--- config.mk ---
export PLATFORM = sky130hd
export DESIGN_NAME = mem_access_ctrl
export DESIGN_NICKNAME = d
export VERILOG_FILES = /design/src/rtl/mem_ctrl_pkg.sv /design/src/rtl/mem_req_timer.sv /design/src/rtl/mem_access_ctrl.sv
export SDC_FILE = /design/constraint.sdc
export NUM_CORES = 1
export LEC_CHECK = 0
export ABC_CLOCK_PERIOD_IN_PS = 3600
export BUFFER_PORTS_ARGS = -buffer_cell sky130_fd_sc_hd__buf_2
export CAP_MARGIN = 20
export CORE_MARGIN = 8
export CORE_UTILIZATION = 39
export DETAILED_ROUTE_END_ITERATION = 10
export HOLD_SLACK_MARGIN = 0.03
export PLACE_DENSITY = 0.72
export SLEW_MARGIN = 20
export SYNTH_ARGS = -nofsm -noshare
export SYNTH_HDL_FRONTEND = slang
export SYNTH_SLANG_ARGS = --single-unit
export TNS_END_PERCENT = 100
--- constraint.sdc ---
create_clock -name clk -period 3.6 [get_ports clk]
set_input_delay 0.18 -clock clk [delete_from_list [all_inputs] [get_ports clk]]
set_output_delay 0.18 -clock clk [all_outputs]
set_load 0.02 [all_outputs]
--- src/rtl/mem_ctrl_pkg.sv ---
// Shared types and default parameters for the MAR/MDR memory access controller.
package mem_ctrl_pkg;

  typedef enum logic [1:0] {
    S_IDLE = 2'd0,
    S_WAIT = 2'd1,
    S_DONE = 2'd2
  } mc_state_e;

  localparam int DEF_DW      = 16;
  localparam int DEF_AW      = 16;
  localparam int DEF_TIMEOUT = 64;

endpackage

--- src/rtl/mem_req_timer.sv ---
// Wait-state counter for an outstanding memory request; saturates rather than wrapping.
module mem_req_timer
  import mem_ctrl_pkg::*;
#(
  parameter int TIMEOUT = DEF_TIMEOUT
) (
  input  logic clk,
  input  logic rst_n,
  input  logic clear,
  input  logic enable,
  output logic expire
);

  localparam int TW = (TIMEOUT == 0) ? 1 : $clog2(TIMEOUT + 1);
  localparam logic [TW-1:0] SAT  = TW'(TIMEOUT);
  localparam logic [TW-1:0] LAST = TW'((TIMEOUT == 0) ? 0 : TIMEOUT - 1);

  logic [TW-1:0] count;

  // NOTE: sequential state is always assigned with <= so every flop samples
  // pre-edge values regardless of the order the blocks are evaluated in.
  always_ff @(posedge clk or negedge rst_n) begin
    if (!rst_n) begin
      count <= '0;
    end else if (clear) begin
      count <= '0;
    end else if (enable && (count != SAT)) begin
      count <= count + 1'b1;
    end
  end

  // Fires during the last permitted wait cycle so the FSM leaves on that edge.
  assign expire = (TIMEOUT != 0) && (count == LAST);

endmodule

--- src/rtl/mem_access_ctrl.sv ---
// MAR/MDR memory controller: latches an operation, runs a req/ack handshake with
// a wait-state timeout, and reports completion to the CPU FSM via ready.
module mem_access_ctrl
  import mem_ctrl_pkg::*;
#(
  parameter int            DW       = DEF_DW,
  parameter int            AW       = DEF_AW,
  parameter int            TIMEOUT  = DEF_TIMEOUT,
  parameter logic [DW-1:0] ERR_DATA = '0
) (
  input  logic          clk,
  input  logic          rst_n,
  input  logic          ld_mar,
  input  logic          ld_mdr,
  input  logic          rw,
  input  logic          mio_en,
  input  logic          clr_err,
  input  logic [DW-1:0] from_bus,
  output logic [DW-1:0] bus_out,
  output logic          ready,
  output logic          busy,
  output logic          err,
  output logic          mem_req,
  output logic          mem_we,
  output logic [AW-1:0] mem_addr,
  output logic [DW-1:0] mem_wdata,
  input  logic [DW-1:0] mem_rdata,
  input  logic          mem_ack
);

  mc_state_e     state, state_nxt;
  logic [DW-1:0] mar, mdr, rd_hold;
  logic          op_we;
  logic          expire;
  logic          start_op, got_ack, timed_out;

  assign start_op  = (state == S_IDLE) && mio_en;
  assign got_ack   = (state == S_WAIT) && mem_ack;
  assign timed_out = (state == S_WAIT) && !mem_ack && expire;

  mem_req_timer #(.TIMEOUT(TIMEOUT)) u_timer (
    .clk    (clk),
    .rst_n  (rst_n),
    .clear  (start_op),
    .enable (state == S_WAIT),
    .expire (expire)
  );

  always_ff @(posedge clk or negedge rst_n) begin
    if (!rst_n) state <= S_IDLE;
    else        state <= state_nxt;
  end

  // NOTE: state_nxt gets a default before the case so no path leaves it
  // unassigned, which would otherwise infer a latch.
  always_comb begin
    state_nxt = state;
    case (state)
      S_IDLE:  if (mio_en) state_nxt = S_WAIT;
      S_WAIT:  if (got_ack || timed_out) state_nxt = S_DONE;
      S_DONE:  if (!mio_en) state_nxt = S_IDLE;
      default: state_nxt = S_IDLE;
    endcase
  end

  // NOTE: datapath registers are reset too, so bus_out and read data are
  // defined after reset instead of carrying X into the CPU.
  always_ff @(posedge clk or negedge rst_n) begin
    if (!rst_n) begin
      mar <= '0;
      mdr <= '0;
    end else begin
      if (ld_mar) mar <= from_bus;
      if (ld_mdr) mdr <= mio_en ? rd_hold : from_bus;
    end
  end

  // Address, data and direction are frozen at operation start so later MAR/MDR
  // loads cannot disturb a request in flight.
  always_ff @(posedge clk or negedge rst_n) begin
    if (!rst_n) begin
      op_we     <= 1'b0;
      mem_addr  <= '0;
      mem_wdata <= '0;
      mem_req   <= 1'b0;
    end else if (start_op) begin
      op_we     <= rw;
      mem_addr  <= mar[AW-1:0];
      mem_wdata <= mdr;
      mem_req   <= 1'b1;
    end else if (got_ack || timed_out) begin
      mem_req   <= 1'b0;
    end
  end

  always_ff @(posedge clk or negedge rst_n) begin
    if (!rst_n) begin
      rd_hold <= '0;
    end else if (!op_we) begin
      if (got_ack)        rd_hold <= mem_rdata;
      else if (timed_out) rd_hold <= ERR_DATA;
    end
  end

  // A timeout in the same cycle as clr_err leaves the flag set.
  always_ff @(posedge clk or negedge rst_n) begin
    if (!rst_n)         err <= 1'b0;
    else if (timed_out) err <= 1'b1;
    else if (clr_err)   err <= 1'b0;
  end

  assign bus_out = mdr;
  assign mem_we  = op_we;
  assign busy    = (state == S_WAIT);
  assign ready   = (state == S_DONE);

endmodule
## Word level (Yosys, flattened, before mapping)

Cells that the tools add are included.

| operators by class | value |
|---|---|
| mux-type cells | 13 |
| reductions and logical operators | 14 |
| equal/unequal tests | 7 |
| add/sub/neg operators | 1 |
| bitwise gates (word level) | 1 |

Operators with widths:

| operator | count |
|---|---|
| $mux W16 | 3 |
| $mux W7 | 2 |
| $reduce_bool A2 Y1 | 4 |
| $add A7 B1 Y7 const B | 1 |
| $eq A7 B6 Y1 const B | 1 |
| $ne A7 B7 Y1 const B | 1 |
| $mux W2 | 3 |
| $ne A2 B2 Y1 const B | 3 |
| $pmux W2 S3 | 1 |
| $logic_and A1 B1 Y1 | 5 |
| $mux W1 | 4 |
| $reduce_and A3 Y1 | 1 |
| $eq A2 B1 Y1 const B | 1 |
| $eq A2 B2 Y1 const B | 1 |
| $logic_not A2 Y1 | 1 |
| $reduce_and A2 Y1 | 1 |
| $logic_not A1 Y1 | 1 |
| $logic_or A1 B1 Y1 | 1 |
| $not A1 Y1 | 1 |

| storage, ports and cells | value |
|---|---|
| bits in registers | 92 |
| word-level logic and storage cells | 46 |

## Depth between registers and ports, before layout

| depth | value |
|---|---|
| word-level depth | 6 |
| mapped depth | 6 |
| gate-level depth less buffers | 5 |

## Hierarchy

A second synthesis with hierarchy kept.

| second synthesis, totals | value |
|---|---|
| cells, all modules | 272 |
| area total of the unflattened synthesis | 3739.8 um^2 |

Modules (own cells, without submodules):

| module | cells an instance | instances | area each (um^2) |
|---|---|---|---|
| mem_access_ctrl | 227 | 1 | 3303.2 |
| mem_req_timer | 45 | 1 | 436.7 |

## Least setup slack after synthesis

OpenSTA, ideal clock, no wires.

| path | value |
|---|---|
| path type | flip-flop to flip-flop |
| start | register state[1] |
| end | register rd_hold[10] |
| path buffers | 3 |
| setup time | 130 ps |
| slack | 2117 ps |
| stages on the path, launching flop included | 7 |
| data required time | 3470 ps |
| clock period less this slack | 1483 ps |
| arrival time | 1352 ps |
| cell sequence | dfrtp_1 > buf_6 > or3b_1 > buf_6 > buf_12 > a22oi_2 > o21ai_1 |

| between the ends | value |
|---|---|
| cells in the longest elaborated chain, start to end | 5 |
| elaborated cells between the ends (all ways) | 7 |

RTL lines:

| item | line | source |
|---|---|---|
| start, declared | mem_access_ctrl.sv:31 | `mc_state_e state, state_nxt;` |
| start signal, assigned | mem_access_ctrl.sv:51 | `else state <= state_nxt;` |
| $eq A2 B1 Y1 * | mem_access_ctrl.sv:38, mem_access_ctrl.sv:39 |  |
| $logic_and A1 B1 Y1 (2 in a row) | mem_access_ctrl.sv:39 | `assign timed_out = (state == S_WAIT) && !mem_ack && expire;` |
| $reduce_bool A2 Y1 (no line) | n/a |  |
| $reduce_and A2 Y1 (no line) | n/a |  |
| end signal, assigned | mem_access_ctrl.sv:100 | `if (got_ack) rd_hold <= mem_rdata;` |
| end, declared | mem_access_ctrl.sv:32 | `logic [DW-1:0] mar, mdr, rd_hold;` |

Mark *: on every way between the ends. The rest lies on a longest branch, timed or not.
A chain may end at the register's enable or synchronous reset.

## Worst setup path in the final report

| path | value |
|---|---|
| start | register state[0] |
| end | register u_timer.count[0] |

| between the ends | value |
|---|---|
| cells in the longest elaborated chain, start to end | 3 |
| elaborated cells between the ends (all ways) | 6 |

RTL lines:

| item | line | source |
|---|---|---|
| $eq A2 B1 Y1 or $logic_not A2 Y1 (tied branches) | mem_access_ctrl.sv:45, mem_access_ctrl.sv:37 |  |
| $logic_and A1 B1 Y1, on equally long branches | mem_req_timer.sv:27, mem_access_ctrl.sv:37 |  |
| $reduce_bool A2 Y1 (no line) or $mux W7 (tied branches) | n/a |  |
| end signal, assigned | mem_req_timer.sv:28 | `count <= count + 1'b1;` |
| end, declared | mem_req_timer.sv:18 | `logic [TW-1:0] count;` |

Parallel ways exist; a longest one is shown, timed or not.

==> results.yml <==
floorplanning:
  ios: 93
  rows: 37
  coreArea_mm2: 0.0101
  initial_core_util: 0.394
  die_w_um: 117
  die_area_mm2: 0.0137
  die_h_um: 117
timing:
  finalCriticalPeriod_ns: 2.12
  setup_viol: 0
  fmax_mhz: 472
  fin_tns_setup_ns: 0
  worst_pin_slew_ns: 0.892
  fin_crit_sh: 0.589
  slew_headroom: 0.405
  slew_viol_final: 0
  hold_viol: 0
  rsz0062_at_grt: "false"
  holdWs_ns: 0.0523
  finClkSkew_ns: 0.00732
  timing.final.ws_setup_ns: 1.48
clocking:
  holdBufCountCts: 2
  root_buffer: "clkbuf_8"
  htree_levels: 3
  clock_sinks: 92
  cts_setup_buffers: 0
  cts_tree: "yes"
  worstSkewPairLatency_ns: 0.35
  numCtsBuffers: 9
  cts.path.max_buffers: 2
  cts_resized: 0
  clk_pin_slew_ns: 0.09
critical_path:
  arrival_ns: 2.37
  end_kind: "flip-flop"
  worst-setup-path-type: "reg -> reg"
  worstPathMaxFanout: 21
  slowest_stage: "or3b_1"
  path_cells: "or3b_1 > buf_4 > o21ai_0 > a311oi_1"
  crit_path_max_incr_delay_ns: 0.68
  cp_data_required_time_ns: 3.85
  crit_path_start_kind: "flip-flop"
synthesis:
  seq_area_frac_synth: 0.579
  synth_top_area_frac: 0.579
  syn_nets: 419
  ys_top_cells_by_count: "103 x nand2_1, 92 x dfrtp_1, 22 x inv_1"
  ys_seq_elements: 92
  syn-instance-count: 377
  ys.flop_type: "dfrtp_1"
  synthTopCellsByArea: "dfrtp_1 58%, nand2_1 9.7%, mux2_2 4.5%"
  async_flop_share: 1.00
  ys_warn_count: 0
  yosys.area.top_type: "dfrtp_1"
  synth-edff-count: 0
  synth_most_common_cell: "nand2_1"
  avgSynthCellArea_um2: 10.5
  yosys.cell_types.count: 36
  syn_area_mm2: 0.00397
detailed_routing:
  drcViolationCount: 0
  drt_iter0_markers: 187
  routed_via_density: 5.03
  ant_nets: 0
  vias: 3032
  firstDrtPassIters: 4
  finalWirelength_mm: 9.79
  wire_per_inst_um: 16.2
place:
  gp_congestion: 0.773
  hpwl_mm: 7.11
  dp.cells: 587
  pre_cts_ws_ns: 1.48
  dpl_cell_area_mm2: 0.00452
  numPortBuffers: 92
pwr:
  finalPower_mw: 3.71
  pwr_density_cell_mw_per_mm2: 785
  peakVddDrop_uv: 302
  leakagePower_nw: 2.38
grt:
  grt_max_degree: 71
  grt-ovfl-total: 0
  track_usage: 0.151
  grt_pass1_wl_mm: 15.8
  grt_pass1_vias: 3165
  antenna_found_initial: 0
hold_path:
  hold_path_class: "in -> reg"
run_status:
  status: "finished, final reports clean"
layout:
  fin_cells: 603
  fin_util: 0.469
  fin_nets: 507
  fin_area_mm2: 0.00473
  layout-drive-gt1-share: 0.296
  area_growth_pct: 19.0
  n_antenna_cell: 0
run:
  max_cap_viol_count: 0
[critical path, delay by kind of cell, from the launching register on]
kind | cells | cell delay (ns)
and+or+nand+nor | 1 | 0.68
DFF | 1 | 0.59
buffers and inverters | 1 | 0.37
AOI/OAI and AO/OA | 2 | 0.36
[registers in the layout, indices dropped and copies added (netlist names)]
name and flops:
mem_addr 16, state 2, u_timer.count 7, mem_req 1, mem_wdata 16, rd_hold 16, bus_out 16, mem_we 1
mar 16, err 1
[power breakdown]
part           switching, mW  leakage (nW)  internal [mW]
clock network          0.334        0.0874          0.329
registers              0.263          1.06           1.37
logic                  0.882          1.23          0.534
total                   1.48          2.38           2.23
[layout by cell type, fill, tap and decap left out, drive strengths merged, types with 2 or more instances in the layout]
cell	count
or3b	2
mux2	16
a22oi	16
o211ai	5
nand3b	3
dlygate4sd3	2
buf	95
ha	2
o21ai	19
nand2b	3
mux2i	17
dfrtp	92
nand2	103
o2111ai	2
nand4	2
clkbuf	12
inv	22
nor2	19
o31ai	4
a21oi	18
or4	2
[layer usage]
metal	part of all wire	vias up	GRT usage
met5	0	-	0
met4	0.024	0	0.0691
met3	0.069	16	0.0385
met2	0.49	90	0.244
met1	0.42	1487	0.188
li1	-	1439	-
[layout make-up]
cell class | count | area [µm²]
multi-input combinational | 242 | 1480
sequential | 92 | 2300
timing repair buffer | 98 | 519
clock inverter | 2 | 37.5
tap | 136 | 170
clock buffer | 11 | 141
fill | 994 | 5360
inverter | 22 | 82.6
[worst paths after layout]
| check | depth (start not counted) | endpoint | slack [ns] | start |
|---|---|---|---|---|
| worst min-delay path | 3 | rd_hold[11]$_DFFE_PN0P_ | 0.05 | mem_rdata[11] |
| worst max register to register | 4 | u_timer.count[0]$_DFFE_PN0P_ | 1.48 | state[0]$_DFFE_PN0P_ |
| min in group asynchronous | 2 | mem_wdata[3]$_DFFE_PN0P_ | 0.48 | rst_n |
| max in group asynchronous | 3 | rd_hold[1]$_DFFE_PN0P_ | 2.25 | rst_n |
| worst max-delay path | 4 | u_timer.count[0]$_DFFE_PN0P_ | 1.48 | state[0]$_DFFE_PN0P_ |
| worst min register to register | 2 | mem_addr[6]$_DFFE_PN0P_ | 0.47 | mar[6]$_DFFE_PN0P_ |
[logic make-up after synthesis]
kind of cell | after synthesis | share of synthesized area
AO/OA/AOI/OAI | 68 | 0.122
adder cells (fa/ha/maj) | 2 | 0.00630
buffers and inverters | 43 | 0.0548
flip-flops | 92 | 0.579
multiplexers | 33 | 0.0882
AND/OR/NAND/NOR | 139 | 0.149
Power figures use the tool's default switching activity.
